$ cat src/rtl/fp_align_pkg.sv
// Shared widths, FSM state type and mantissa packing helper for the FP adder alignment stage.
package fp_align_pkg;

    localparam int MANT_W  = 24;
    localparam int GRS_W   = 3;
    localparam int ALIGN_W = 27;
    localparam int EXP_W   = 8;
    localparam int SHAMT_W = 5;

    typedef enum logic [1:0] {
        IDLE  = 2'd0,
        SHIFT = 2'd1,
        DONE  = 2'd2
    } align_state_e;

    // Hidden bit on top, three zero guard/round/sticky bits underneath.
    function automatic logic [ALIGN_W-1:0] build_mant(input logic hidden, input logic [MANT_W-2:0] frac);
        return {hidden, frac, {GRS_W{1'b0}}};
    endfunction

endpackage

$ cat src/rtl/fp_mantissa_aligner_sticky_shift_right.sv
// Combinational right shifter that folds every bit shifted out into bit 0 (sticky).
module sticky_shift_right
    import fp_align_pkg::*;
(
    input  logic [ALIGN_W-1:0] data,
    input  logic [SHAMT_W-1:0] shamt,
    output logic [ALIGN_W-1:0] result
);

    logic [ALIGN_W-1:0] lost_mask;
    logic               sticky;

    always_comb begin
        lost_mask = ~({ALIGN_W{1'b1}} << shamt);
        sticky    = |(data & lost_mask);
        result    = (data >> shamt) | {{(ALIGN_W-1){1'b0}}, sticky};
    end

endmodule

$ cat src/rtl/fp_mantissa_aligner.sv
// Mantissa alignment stage: steers the larger operand to a fixed lane and right-shifts
// the smaller one over several cycles with sticky preservation.
module fp_mantissa_aligner
    import fp_align_pkg::*;
#(
    parameter int SHIFT_PER_CYCLE = 8,
    parameter int MAX_SHIFT       = 27
) (
    input  logic                clk_i,
    input  logic                rst_ni,
    input  logic                in_valid_i,
    output logic                in_ready_o,
    input  logic [31:0]         operand_a_i,
    input  logic [31:0]         operand_b_i,
    input  logic [EXP_W-1:0]    exponent_diff_i,
    input  logic                swap_i,
    input  logic [1:0]          hidden_i,
    input  logic                equals_i,
    output logic                out_valid_o,
    input  logic                out_ready_i,
    output logic [ALIGN_W-1:0]  mant_large_o,
    output logic [ALIGN_W-1:0]  mant_small_o,
    output logic [EXP_W-1:0]    exp_o,
    output logic                sign_large_o,
    output logic                sign_small_o,
    output logic                equals_o
);

    localparam logic [SHAMT_W-1:0] STEP_MAX  = SHAMT_W'(SHIFT_PER_CYCLE);
    localparam logic [SHAMT_W-1:0] SHAMT_SAT = SHAMT_W'(MAX_SHIFT);
    localparam logic [EXP_W:0]     DIFF_SAT  = (EXP_W+1)'(MAX_SHIFT);

    align_state_e       state, next_state;
    logic [31:0]        op_large;
    logic [MANT_W-2:0]  frac_small;
    logic               sign_small;
    logic               hidden_large, hidden_small;
    logic [EXP_W:0]     diff_adj;
    logic [SHAMT_W-1:0] eff_shift, remaining, step;
    logic [ALIGN_W-1:0] mant_small_q, mant_shifted;

    always_comb begin
        op_large     = swap_i ? operand_b_i : operand_a_i;
        frac_small   = swap_i ? operand_a_i[MANT_W-2:0] : operand_b_i[MANT_W-2:0];
        sign_small   = swap_i ? operand_a_i[31] : operand_b_i[31];
        hidden_large = swap_i ? hidden_i[0] : hidden_i[1];
        hidden_small = swap_i ? hidden_i[1] : hidden_i[0];
    end

    // A denormal's exponent field reads 0 but behaves as 1, so a normal/denormal pair shifts one less.
    always_comb begin
        diff_adj = {1'b0, exponent_diff_i};
        if (hidden_large && !hidden_small && (exponent_diff_i != '0)) begin
            diff_adj = diff_adj - (EXP_W+1)'(1);
        end
        eff_shift = (diff_adj > DIFF_SAT) ? SHAMT_SAT : diff_adj[SHAMT_W-1:0];
    end

    always_comb begin
        step = (remaining > STEP_MAX) ? STEP_MAX : remaining;
    end

    sticky_shift_right u_shift (
        .data   (mant_small_q),
        .shamt  (step),
        .result (mant_shifted)
    );

    always_ff @(posedge clk_i or negedge rst_ni) begin
        if (!rst_ni) begin
            state <= IDLE;
        end else begin
            state <= next_state;
        end
    end

    always_comb begin
        next_state = state;
        case (state)
            IDLE: begin
                if (in_valid_i) begin
                    next_state = (equals_i || (eff_shift == '0)) ? DONE : SHIFT;
                end
            end
            SHIFT: begin
                if (remaining == step) begin
                    next_state = DONE;
                end
            end
            DONE: begin
                if (out_ready_i) begin
                    next_state = IDLE;
                end
            end
            default: next_state = IDLE;
        endcase
    end

    always_ff @(posedge clk_i or negedge rst_ni) begin
        if (!rst_ni) begin
            mant_large_o <= '0;
            mant_small_q <= '0;
            exp_o        <= '0;
            sign_large_o <= 1'b0;
            sign_small_o <= 1'b0;
            equals_o     <= 1'b0;
            remaining    <= '0;
        end else begin
            case (state)
                IDLE: begin
                    if (in_valid_i) begin
                        mant_large_o <= build_mant(hidden_large, op_large[MANT_W-2:0]);
                        mant_small_q <= build_mant(hidden_small, frac_small);
                        exp_o        <= op_large[30:23];
                        sign_large_o <= op_large[31];
                        sign_small_o <= sign_small;
                        equals_o     <= equals_i;
                        remaining    <= equals_i ? '0 : eff_shift;
                    end
                end
                SHIFT: begin
                    mant_small_q <= mant_shifted;
                    remaining    <= remaining - step;
                end
                default: ;
            endcase
        end
    end

    assign mant_small_o = mant_small_q;
    assign in_ready_o   = (state == IDLE);
    assign out_valid_o  = (state == DONE);

endmodule

$ cat config.mk
export PLATFORM = sky130hd
export DESIGN_NAME = fp_mantissa_aligner
export DESIGN_NICKNAME = d
export VERILOG_FILES = /design/src/rtl/fp_align_pkg.sv /design/src/rtl/fp_mantissa_aligner_sticky_shift_right.sv /design/src/rtl/fp_mantissa_aligner.sv
export SDC_FILE = /design/constraint.sdc
export NUM_CORES = 1
export LEC_CHECK = 0
export CORE_ASPECT_RATIO = 0.9
export CORE_MARGIN = 1.5
export CORE_UTILIZATION = 32
export CTS_BUF_LIST = sky130_fd_sc_hd__clkbuf_8
export CTS_CLUSTER_DIAMETER = 40
export DETAILED_ROUTE_END_ITERATION = 16
export MAX_ROUTING_LAYER = met4
export PLACE_DENSITY_LB_ADDON = 0.15
export SYNTH_ARGS = -nofsm -noshare
export SYNTH_HDL_FRONTEND = slang
export SYNTH_SLANG_ARGS = --single-unit
$ cat constraint.sdc
create_clock -name clk_i -period 5 [get_ports clk_i]
set_input_delay 1.25 -clock clk_i [delete_from_list [all_inputs] [get_ports clk_i]]
set_output_delay 1.25 -clock clk_i [all_outputs]
set_load 0.01 [all_outputs]
* After elaboration in Yosys (flattened, before gate mapping)
Index checks and enable logic that the tools add are counted.
Widths: inputs -> output; s select.
** Storage, ports and cells
- Register bits after elaboration :: 69
- Bits of input ports :: 80
- Output and inout bits :: 67
- Word-level logic and storage cells :: 53
** Operators by class
- Add/subtract/negate cells :: 2
- $lt $le $gt $ge :: 2
- Equal/unequal tests :: 6
- Shift operators :: 2
- Muxes and demuxes :: 18
- Bitwise gates (word level) :: 3
- Reductions and logical operators :: 12
** Operators with widths (number)
- $pmux 27 s2 :: 1
- $mux 32 :: 1
- $and 27x27->27 :: 1
- $mux 27 :: 1
- $not 27->27 :: 1
- $or 27x1->27 :: 1
- $reduce_or 27->1 :: 1
- $shl 27x5->27 const A :: 1
- $shr 27x5->27 :: 1
- $mux 23 :: 1
- $mux 5 :: 4
- $pmux 5 s2 :: 1
- $gt 9x5->1 const B :: 1
- $mux 9 :: 1
- $sub 8x1->9 const B :: 1
- $mux 2 :: 4
- $reduce_bool 8->1 :: 1
- $pmux 2 s3 :: 1
- $eq 5x5->1 :: 1
- $gt 5x4->1 const B :: 1
- $logic_not 5->1 :: 1
- $sub 5x5->5 :: 1
- $ne 2x2->1 const B :: 2
- $reduce_and 2->1 :: 2
- 10 further kinds :: 13

* Depth between registers and ports, before layout
- Word-level depth :: 12
- Mapped depth :: 9

* By module
Synthesis repeated with hierarchy kept, for this count alone.
** Second synthesis, totals
- Cell total of the unflattened synthesis :: 641
- Area total of the unflattened synthesis :: 5813.1 um2
** By module, submodules not included
- fp_mantissa_aligner :: instances 1, cells each 430, area an instance 4032.6 um2, sequential area each 1726.7 um2
- sticky_shift_right :: instances 1, cells each 211, area an instance 1780.5 um2, sequential area each 0.0 um2

* Worst setup path before layout
No wires, ideal clock.
- Path kind :: input to register
- Start :: input port swap_i
- End :: register remaining[2]
- Arrival :: 3.053 ns
- Setup slack :: 1.865 ns
- Stages :: 7
- Path through :: buf_2 > or3b_1 > and3_1 > a311oi_2 > nand4_2 > or4_1 > a31oi_1
** Between the ends
- Word-level cells in the longest chain between the ends :: 10
- Elaborated cells between the ends (all ways) :: 11
- Classes of those cells :: order compare (1); mux (7); reduce/logical (3)
** Ends and longest elaborated chain
- from (decl) :: RTL line fp_mantissa_aligner.sv:16 : input logic swap_i,
- $mux 1 :: RTL line fp_mantissa_aligner.sv:47 : hidden_small = swap_i ? hidden_i[1] : hidden_i[0];
- $logic_not 1->1 :: RTL line fp_mantissa_aligner.sv:53 : if (hidden_large && !hidden_small && (exponent_diff_i != '0)) begin
- $logic_and 1x1->1 (*) (2 in series) :: RTL line fp_mantissa_aligner.sv:53
- $mux 9 (*) :: RTL line fp_mantissa_aligner.sv:53
- $gt 9x5->1 :: RTL line fp_mantissa_aligner.sv:56 : eff_shift = (diff_adj > DIFF_SAT) ? SHAMT_SAT : diff_adj[SHAMT_W-1:0];
- $mux 5 (*) :: RTL line fp_mantissa_aligner.sv:56
- $mux 5 (*) :: RTL line fp_mantissa_aligner.sv:118 : remaining <= equals_i ? '0 : eff_shift;
- $mux 5 (*) :: RTL line fp_mantissa_aligner.sv:111 : if (in_valid_i) begin
- $pmux 5 s2 (*) :: RTL line fp_mantissa_aligner.sv:109 : case (state)
- to (signal assigned) :: RTL line fp_mantissa_aligner.sv:118
- to (signal assigned) :: RTL line fp_mantissa_aligner.sv:123 : remaining <= remaining - step;
- to (decl) :: RTL line fp_mantissa_aligner.sv:39 : logic [SHAMT_W-1:0] eff_shift, remaining, step;
Every way passes the cells marked *; elsewhere a longest branch is shown, timed or not. The select of a mux whose other input is x is not followed.
A chain may end at the register's enable or synchronous reset.

* Worst setup path in the final report
- Start :: input port exponent_diff_i[2]
- End :: register remaining[2]
** Between the ends
- Word-level cells in the longest chain between the ends :: 8
- Elaborated cells between the ends (all ways) :: 9
- Classes of those cells :: add/sub (1); order compare (1); mux (5); reduce/logical (2)
** Ends and longest elaborated chain
- from (decl) :: RTL line fp_mantissa_aligner.sv:15 : input logic [EXP_W-1:0] exponent_diff_i,
- branches (longest 2 deep; another with $sub 8x1->9)
- $mux 9 (*) :: RTL line fp_mantissa_aligner.sv:53
- $gt 9x5->1 :: RTL line fp_mantissa_aligner.sv:56
- $mux 5 (*) :: RTL line fp_mantissa_aligner.sv:56
- $mux 5 (*) :: RTL line fp_mantissa_aligner.sv:118
- $mux 5 (*) :: RTL line fp_mantissa_aligner.sv:111
- $pmux 5 s2 (*) :: RTL line fp_mantissa_aligner.sv:109
Every way passes the cells marked *. The select of a mux whose other input is x is not followed.

==> results.txt <==
The flow ran to the end, and the final reports show no timing, DRC or antenna violations. On the final layout, the worst clock skew is 16.9 ps. For this run, the share of the core covered by cells in the final layout is between 40% and 50%.

The launch point of the worst hold path is mant_large_o[15]. The longest clock path from root to sink contains 2 buffers. The total of max-cap violations came out at 0. 147 I/O pins were placed.

The top cell type's share of synthesized area came out at 34.8%. The number of levels the H-tree was split into came out at 3. For this design the total switching power over the nets is around 1.8 mW. The detail-routed via count per cell is around 5.6.

The routability congestion estimate from global placement came out at 0.860. The post-CTS resize count is 0. The transition at the pin with the smallest max-transition slack is 994 ps. The minimum clock period after layout is 3560 ps.

The y dimension of the die came out at 121 um. After detailed routing, the number of remaining DRC violations is 0. The number of warning messages in the yosys log is 0. The part of the power in registers is between 20% and 30%.

The floorplan has 42 rows. The via count of the first global-routing pass came to 4,838. STA classifies the critical path endpoint as a register. The TritonCTS clock tree is built. The clock root buffer is sky130_fd_sc_hd__clkbuf_8. The area growth from synthesis to layout is 35.8%.

The count of nets left with antenna violations once routing finished came out at 0. The fmax came out at 281 MHz. The power per cell area came out at 604 mW/mm^2.

The clock sink count came out at between 60 and 70. The maximum number of pins on one net before global-route repair is 59. The clock insertion delay at the later pin of the skew report is 380 ps. The post-synthesis cell type count is 57. The number of synthesized register bits is 69. Setup repair after global routing left no endpoint under its margin.

The mapped cell area is between 0.004 and 0.005 sq mm. The max-slew violation count was 0. The worst setup path is launched from an input pin. The standby leakage power came out at 2.88 nW. The async set or reset register ratio after synthesis is between 90% and 100%. The net count of the finished layout came out at 760. The wire length per cell after detailed routing came out at 19.6 um.

The startpoint of the worst-slack reg-to-reg timing path is remaining[1]. The largest total area in the synthesized netlist belongs to sky130_fd_sc_hd__dfrtp_1. The internal power component is around 2.2 mW. The CTS buffer count is 9. The initial core utilization came out at 33.2%. The combinational share of power came out at 57.2%. The switching share of power came out at 44.7%. Across every metal layer, demand over resource in global routing totals 22.5%. For this run, the leading register cell type out of synthesis is sky130_fd_sc_hd__dfrtp_1. In this run the tightest slew margin relative to its limit is 33.8%. The die boundary width is 134 um. The gate count after technology mapping is 562. Sorting the synthesized cells by area gives the leading types as sky130_fd_sc_hd__dfrtp_1 (35%), sky130_fd_sc_hd__mux2i_1 (18%), sky130_fd_sc_hd__nand2_1 (6.7%). The floorplan step defined a core boundary enclosing 0.0149 sq mm. The number of DRC violations after detailed-routing iteration 0 came out at 410. The HPWL reported at the end of detailed placement came out at 12.4 mm. The global route total overflow is 0. In the synthesized netlist, the cells that appear most often are sky130_fd_sc_hd__nand2_1 (89), sky130_fd_sc_hd__mux2i_1 (88), sky130_fd_sc_hd__dfrtp_1 (69), sky130_fd_sc_hd__o21ai_0 (59), sky130_fd_sc_hd__clkbuf_1 (32).

The number of failing setup endpoints in the final timing report came out at 0. For the worst setup path, the data required time is 5300 ps. By instance count, the leading cell after synthesis is sky130_fd_sc_hd__nand2_1. The final wirelength came out at 17.2 mm. Input and output buffers added on the ports amount to 143. The number of optimization iterations in the first detailed-route pass is 5.

The clock-pin slew on the worst setup and hold paths came out at 80 ps. The post-CTS setup buffer count came out at 0. The floorplan die area is 0.0162 sq mm. The wire length of the first global-routing pass is 27.4 mm. Averaged over all synthesized cells, the footprint is 8.82 sq um. The worst hold path class is reg -> reg. The worst-path maximum fanout came out at 10. The number of vias in the routed layout came out at 4,928. The share of the Yosys chip area taken by registers is 34.8%.

For the final routed database, the setup TNS stands at 0 ps. The peak supply drop came out at 0.198 mV. The hold violation total from the final report came to 0. The number of antenna violations at the first check in global routing came to 0. The final critical-path share of the clock period is 71.1%. The critical path data arrival time is 3850 ps. The launching element of the worst setup path is exponent_diff_i[2]. The quantity of hold-fixing buffers added after cts is 0. The clock network power share is 13.1%.

The count of inserted antenna diode cells came out at 0. The share of final-layout standard cells stronger than drive strength 1 is 8.64%. The number of enable flip-flop cells after synthesis is 0. The critical path is of the in -> reg type.
-- worst paths after layout --
| kind | endpoint | slack (ps) | cells after the start |
|---|---|---|---|
| worst min register to register | mant_large_o[15] | 490 | 2 |
| min in group asynchronous | mant_large_o[22] | 1030 | 1 |
| worst min-delay path | mant_large_o[15] | 490 | 2 |
| worst max register to register | mant_small_o[20] | 2220 | 6 |
| max in group asynchronous | sign_small_o | 3150 | 2 |
| worst max-delay path | remaining[2] | 1440 | 7 |
-- metrics by stage --
stage | cells | hold slack (ps) | worst slack [ps] | total power [mW] | instance area, sq um
3_5_place_dp | 865 | 472 | 1090 | 3.51 | 6510
2_1_floorplan | 564 | 514 | 1870 | 2.48 | 4960
3_3_place_gp | 865 | 463 | 1160 | 3.49 | 6510
5_1_grt | 881 | 518 | 1270 | 4.36 | 6730
6_report | 881 | 485 | 1440 | 4.06 | 6730
4_1_cts | 881 | 490 | 1500 | 4.07 | 6730
-- layout by cell type, fill, tap and decap left out, drive strengths merged, types with 3 or more instances in the layout --
cell type      instances
mux2i                 88
clkinv                 3
and3                   9
nor4                   3
a211oi                15
nor2                  27
and2                   3
a221o                  4
dfrtp                 69
mux2                   7
o31ai                  4
mux4                   8
or3b                   3
o211ai                 4
buf                   12
nand3                  6
o22ai                  8
clkdlybuf4s50        141
o21ai                 59
nand2b                 3
inv                    7
nand2                 89
conb                   4
nor3b                  3
o221ai                10
a21oi                 30
or2                    4
clkbuf                10
nor2b                  4
a31oi                 12
a311oi                 4
-- per-layer routing --
layer	vias up	GRT usage, %	routed length [um]
li1	2305	-	-
met1	2388	32.0	8260
met2	207	30.8	7220
met3	28	6.93	1460
met4	0	5.91	293
met5	-	-	0
-- area by class of cell --
cell class	count	area [sq um]
repair buffers	153	1500
multi-input cells	438	3010
fillers	1468	8190
clock inverters	6	86.3
well taps	198	248
inverters	7	26.3
clock buffers	10	138
flip-flops and latches	69	1730
-- kinds of logic after synthesis --
family                     synth area share (%)
buffers and inverters                      4.72
muxes                                      23.0
xor gates and xnor gates                  0.707
other                                     0.151
DFF                                        34.8
AOI/OAI and AO/OA                          20.9
and+or+nand+nor                            15.2
adders and majority gates                 0.505
-- sequential cells by signal (all words and copies together), names as in the netlist --
signal,flops
state,2
remaining,5
mant_large_o,24
exp_o,8
sign_small_o,1
equals_o,1
mant_small_o,27
sign_large_o,1
-- worst max-delay path: stages --
cell and delay, ps:
sky130_fd_sc_hd__clkdlybuf4s50_1 620, sky130_fd_sc_hd__nor4_2 570, sky130_fd_sc_hd__a31oi_1 170, sky130_fd_sc_hd__a311oi_2 340
sky130_fd_sc_hd__nand4_2 220, sky130_fd_sc_hd__or4_1 510, sky130_fd_sc_hd__a31oi_1 170
-- power groups by stage --
stage | logic [mW] | clock network [mW] | registers [mW]
6_report | 2.32 | 0.530 | 1.21
5_1_grt | 2.54 | 0.570 | 1.25
4_1_cts | 2.32 | 0.547 | 1.20
3_5_place_dp | 2.31 | 0 | 1.20
3_3_place_gp | 2.30 | 0 | 1.19
2_1_floorplan | 1.31 | 0 | 1.17
No activity file was read; power rests on OpenSTA's default activity.
